--- src/rtl/char_grid_writer.sv ---
// Double-buffered character grid: upstream writes glyphs into a back grid,
// COMMIT copies back to the displayed front grid on the next vsync fall.
module char_grid_writer #(
    parameter int COLS   = 10,
    parameter int ROWS   = 2,
    parameter int CODE_W = 6,
    localparam int XW    = (COLS > 1) ? $clog2(COLS) : 1,
    localparam int YW    = (ROWS > 1) ? $clog2(ROWS) : 1
) (
    input  logic                                clk50,
    input  logic                                reset_n,
    input  logic                                in_valid,
    input  logic [7:0]                          in_data,
    output logic                                in_ready,
    input  logic                                vsync_n,
    output logic [COLS-1:0][ROWS-1:0][CODE_W-1:0] frame_buffer,
    output logic [XW-1:0]                       cursor_x,
    output logic [YW-1:0]                       cursor_y,
    output logic                                commit_pending
);

    typedef enum logic [1:0] {IDLE, CLEAR, WAIT_SWAP} state_t;

    localparam logic [XW-1:0] X_LAST = XW'(COLS - 1);
    localparam logic [YW-1:0] Y_LAST = YW'(ROWS - 1);

    state_t                                state;
    logic [COLS-1:0][ROWS-1:0][CODE_W-1:0] back;
    logic [XW-1:0]                         clr_x;
    logic [YW-1:0]                         clr_y;
    logic                                  vs_d;
    logic [XW-1:0]                         adv_x;
    logic [YW-1:0]                         adv_y;
    logic [YW-1:0]                         row_next;
    logic                                  take;
    logic                                  frame_edge;

    assign take       = in_valid && in_ready;
    assign frame_edge = vs_d && !vsync_n;

    // Explicit compare-and-wrap keeps non-power-of-two sizes modulo-correct
    always_comb begin
        row_next = (cursor_y == Y_LAST) ? '0 : cursor_y + 1'b1;
        adv_x    = cursor_x + 1'b1;
        adv_y    = cursor_y;
        if (cursor_x == X_LAST) begin
            adv_x = '0;
            adv_y = row_next;
        end
    end

    always_ff @(posedge clk50) begin
        if (!reset_n) begin
            state          <= IDLE;
            back           <= '0;
            frame_buffer   <= '0;
            cursor_x       <= '0;
            cursor_y       <= '0;
            clr_x          <= '0;
            clr_y          <= '0;
            commit_pending <= 1'b0;
            vs_d           <= 1'b1;
            in_ready       <= 1'b0;
        end else begin
            vs_d <= vsync_n;
            unique case (state)
                IDLE: begin
                    in_ready <= 1'b1;
                    if (take && !in_data[7]) begin
                        back[cursor_x][cursor_y] <= in_data[CODE_W-1:0];
                        cursor_x <= adv_x;
                        cursor_y <= adv_y;
                    end else if (take && in_data[6:2] == 5'd0) begin
                        unique case (in_data[1:0])
                            2'd0: begin
                                state    <= CLEAR;
                                in_ready <= 1'b0;
                                clr_x    <= '0;
                                clr_y    <= '0;
                                cursor_x <= '0;
                                cursor_y <= '0;
                            end
                            2'd1: begin
                                cursor_x <= '0;
                                cursor_y <= row_next;
                            end
                            2'd2: begin
                                cursor_x <= '0;
                                cursor_y <= '0;
                            end
                            default: begin
                                state          <= WAIT_SWAP;
                                in_ready       <= 1'b0;
                                commit_pending <= 1'b1;
                            end
                        endcase
                    end
                end
                CLEAR: begin
                    // Column-major sweep: y runs fastest within each column
                    back[clr_x][clr_y] <= '0;
                    if (clr_y == Y_LAST) begin
                        clr_y <= '0;
                        if (clr_x == X_LAST) begin
                            clr_x    <= '0;
                            state    <= IDLE;
                            in_ready <= 1'b1;
                        end else begin
                            clr_x <= clr_x + 1'b1;
                        end
                    end else begin
                        clr_y <= clr_y + 1'b1;
                    end
                end
                WAIT_SWAP: begin
                    if (frame_edge) begin
                        frame_buffer   <= back;
                        commit_pending <= 1'b0;
                        state          <= IDLE;
                        in_ready       <= 1'b1;
                    end
                end
                default: begin
                    state    <= IDLE;
                    in_ready <= 1'b0;
                end
            endcase
        end
    end

endmodule

--- config.mk ---
export PLATFORM = sky130hd
export DESIGN_NAME = char_grid_writer
export DESIGN_NICKNAME = d
export VERILOG_FILES = /design/src/rtl/char_grid_writer.sv
export SDC_FILE = /design/constraint.sdc
export NUM_CORES = 1
export LEC_CHECK = 0
export CORE_ASPECT_RATIO = 0.75
export CORE_MARGIN = 5
export CORE_UTILIZATION = 30
export DETAILED_ROUTE_END_ITERATION = 8
export GPL_TIMING_DRIVEN = 0
export PLACE_DENSITY = 0.56
export SYNTH_ARGS = -nofsm -noshare
export SYNTH_HDL_FRONTEND = slang
export SYNTH_SLANG_ARGS = --single-unit
export TNS_END_PERCENT = 10
--- constraint.sdc ---
create_clock -name clk50 -period 3.2 [get_ports clk50]
set_input_delay 0.48 -clock clk50 [delete_from_list [all_inputs] [get_ports clk50]]
set_output_delay 0.48 -clock clk50 [all_outputs]
set_load 0.005 [all_outputs]
==> flow_summary.json <==
{
  "critPathTopFamily": "buffers and inverters",
  "synth_seq_area_share_pct": 52.7,
  "comb_power_share_pct": 3.2,
  "grt_use_total_pct": 16.9,
  "holdPathEnd": "frame_buffer[54]",
  "yosys.area_share.adder_pct": 1.03,
  "whs_path_depth": 2,
  "grt_overflow": 0,
  "required_ns": 3.65,
  "cts_hold_buf": 0,
  "die_y_um": 166,
  "synthCells": 1026,
  "tns_ns": 0,
  "grt_pass1_wl_um": 48000,
  "intPower_uw": 4990,
  "worstPathArrival_ns": 3.25,
  "synth_top_family_by_area": "compound AO/OA/AOI/OAI gates",
  "num_rows": 57,
  "drc": 0,
  "antenna_found_initial": 0,
  "num_antenna_cells": 0,
  "r2r_slack_ns": 0.40,
  "routabilityCongestion": 0.884,
  "period_share_pct": 87.5,
  "synth-edff-count": 0,
  "cts.clk_slew.worst_paths_ns": 0.06,
  "cp_max_fo": 10,
  "setup_violations": 0,
  "maxSlewViolCount": 0,
  "cts_root_buffer": "clkbuf_16",
  "muxShareOfSynthArea_pct": 0.414,
  "cts_resized": 0,
  "synth-compound-area-share_pct": 25.4,
  "fin_worst_skew_ns": 0.0161,
  "synth_ff_type": "dfxtp_1",
  "hp-class": "flip-flop to flip-flop",
  "p_seq_share_pct": 49.7,
  "cts_tree": "built",
  "max-cap-violations": 0,
  "ys_async_sr_fraction_pct": 0,
  "syn_avg_cell_area_um2": 9.43,
  "ys_warn_count": 0,
  "fp.dieW_um": 217,
  "start_util_pct": 30.2,
  "htree_levels": 1,
  "rsz0062_at_grt": "no",
  "end_kind": "flip-flop",
  "worst_pin_slew_ns": 1.12,
  "ys_ff_latch": 255,
  "use_met1_pct": 25.1,
  "critPathMaxStageDelay_ns": 0.88,
  "grt_max_degree": 14,
  "numCtsBuffers": 27,
  "drive_gt1_share_pct": 6.69,
  "netlist-cell-type-count": 51,
  "synth_xor_area_share_pct": 0.0905,
  "r2r-start": "state[1]",
  "syn-cell-area_um2": 9680,
  "critPathSlowestCell": "clkbuf_1",
  "cp-start-kind": "flip-flop",
  "first_pass_iters": 4,
  "clock_sinks": 255,
  "post_cts.repair.setup_buffers": 0,
  "hold_viol": 0,
  "num_vias": 7947,
  "io_pins": 139,
  "routed_wl_um": 30700,
  "clkLatencyLatePin_ns": 0.54,
  "worstSetupPathType": "flip-flop to flip-flop",
  "syn_nets": 1046,
  "clkPwrFrac_pct": 47.1,
  "grt_busiest_layer": "met1",
  "final_nets": 1213,
  "dpl.hpwl_um": 22200,
  "min_from": "frame_buffer[54]",
  "period_needed_ns": 2.80,
  "swShare_pct": 22.1,
  "crit_buf_inv": 2,
  "core-area_um2": 32100,
  "relSlewSlack_pct": 25.4,
  "crit_start": "state[1]",
  "wl_per_cell_um": 18.9,
  "port_buffers": 138,
  "path_cells": "ha_1 > nor3b_1 > clkbuf_1 > buf_2 > nand2_1 > a21boi_0",
  "worstReg2RegEnd": "frame_buffer[119]",
  "die_area_um2": 36000,
  "grt_pass1_vias": 7959,
  "dr.first_iter.drc_count": 507,
  "viasPerCell": 4.90,
  "switchingPower_uw": 1420,
  "ctsLongestPathBuffers": 3,
  "p_per_area_nw_per_um2": 516,
  "fmax_mhz": 357,
  "leakagePower_uw": 0.00421,
  "ir_drop_mv": 0.303,
  "post-route-util_pct": 38.7,
  "grt_use_met3_pct": 4.28,
  "gr-usage-met2_pct": 24.7,
  "r2r_cells": 6,
  "status": "completed",
  "synth-simple-area-share_pct": 16.2,
  "area_delta_synth_final_pct": 28.3,
  "postRouteAntennaNets": 0
}
## Yosys cell counts, drive strengths merged (2+ instances only)
library cell,instances,share of area [%]
o211ai,2,0.16
nand3,6,0.36
o22ai,19,1.2
o21ai,11,0.57
clkbuf,53,2.1
o2bb2ai,48,4.3
and2,3,0.19
nor3b,2,0.16
o221ai,2,0.18
nand4,6,0.39
nand2b,6,0.39
mux2i,4,0.41
nand3b,11,0.89
nand2,262,10
a21boi,144,11
a31oi,2,0.13
dfxtp,255,53
nand4b,2,0.25
buf,29,1.6
a22o,72,6.5
inv,10,0.39
and3,3,0.19
nor2,27,1.2
a41oi,3,0.27
and4b,2,0.21
or3,9,0.58
or3b,9,0.81
o32ai,4,0.36
ha,8,1.0
## power by group through the flow
stage | Clock [uW] | Combinational [uW] | Sequential, uW
global placement | 0 | 206 | 3250
floorplan | 0 | 116 | 3250
detailed placement | 0 | 207 | 3250
global route | 3220 | 224 | 3180
finish | 3020 | 208 | 3180
CTS | 3100 | 207 | 3180
## logic make-up (layout without fill, tap and decap cells)
kind of cell	after synthesis	in the layout
and+or+nand+nor	353	353
AOI/OAI and AO/OA	313	313
DFF	255	255
buffers and inverters	92	276
adders and majority gates	8	8
muxes	4	4
xor gates and xnor gates	1	1
## sequential cells by signal, indices dropped and copies added (netlist names)
| register | flops |
|---|---|
| back | 120 |
| frame_buffer | 120 |
| clr_x | 4 |
| cursor_x | 4 |
| state | 2 |
| clr_y | 1 |
| commit_pending | 1 |
| cursor_y | 1 |
| in_ready | 1 |
| vs_d | 1 |
## worst max-delay path by stage
stage                        endpoint  slack, ns  cells past startpoint
floorplan                    back[65]       1.32                      8
global placement     frame_buffer[97]       0.12                      5
detailed placement   frame_buffer[97]       0.10                      5
CTS                 frame_buffer[119]       0.42                      6
global route         frame_buffer[95]       0.20                      6
finish              frame_buffer[119]       0.40                      6
## per-layer routing
metal | share of wire, % | routed length [um]
met4 | 2.1 | 648
met5 | 0 | 0
met3 | 6.4 | 1970
met1 | 51 | 15700
met2 | 40 | 12400
## area by class of cell
cell class	count	area (um2)
multi-input cells	679	4180
flip-flops and latches	255	5100
clock inverters	7	72.6
repair buffers	138	1380
plain buffers	82	359
clock buffers	39	771
inverters	10	37.5
fillers	3277	19700
well taps	413	517
## layout by cell type, fill, tap and decap left out, drive strengths merged, types with 3 or more instances in the layout
| cell | synthesis | final |
|---|---|---|
| buf | 29 | 29 |
| o32ai | 4 | 4 |
| a21boi | 144 | 144 |
| nand2 | 262 | 262 |
| or3b | 9 | 9 |
| nor2 | 27 | 27 |
| clkinv | 0 | 3 |
| nand2b | 6 | 6 |
| dfxtp | 255 | 255 |
| a22o | 72 | 72 |
| o21ai | 11 | 11 |
| clkdlybuf4s50 | 0 | 138 |
| and2 | 3 | 3 |
| o2bb2ai | 48 | 48 |
| inv | 10 | 12 |
| clkbuf | 53 | 92 |
| ha | 8 | 8 |
| nand4 | 6 | 6 |
| and3 | 3 | 3 |
| or3 | 9 | 9 |
| mux2i | 4 | 4 |
| o22ai | 19 | 19 |
| nand3 | 6 | 6 |
| nand3b | 11 | 11 |
| a41oi | 3 | 3 |
## worst reg2reg max path, delay by kind of cell, from the launching register on
kind | cells | cell delay [ns]
buf+inv | 2 | 1.28
compound gates | 1 | 0.18
fa+ha+maj | 1 | 0.26
flops | 1 | 0.42
simple gates | 2 | 0.56
## metrics by stage
stage / cell area, um2 / total power (uW) / setup slack, ns / hold WS (ns) / instances
floorplan: 9680 / 3370 / 1.32 / 0.432 / 1026
global placement: 11600 / 3460 / 0.117 / 0.445 / 1577
detailed placement: 11600 / 3460 / 0.100 / 0.446 / 1577
CTS: 12400 / 6490 / 0.417 / 0.464 / 1623
global route: 12400 / 6630 / 0.201 / 0.481 / 1623
finish: 12400 / 6410 / 0.400 / 0.460 / 1623
No activity file was read; power rests on OpenSTA's default activity.
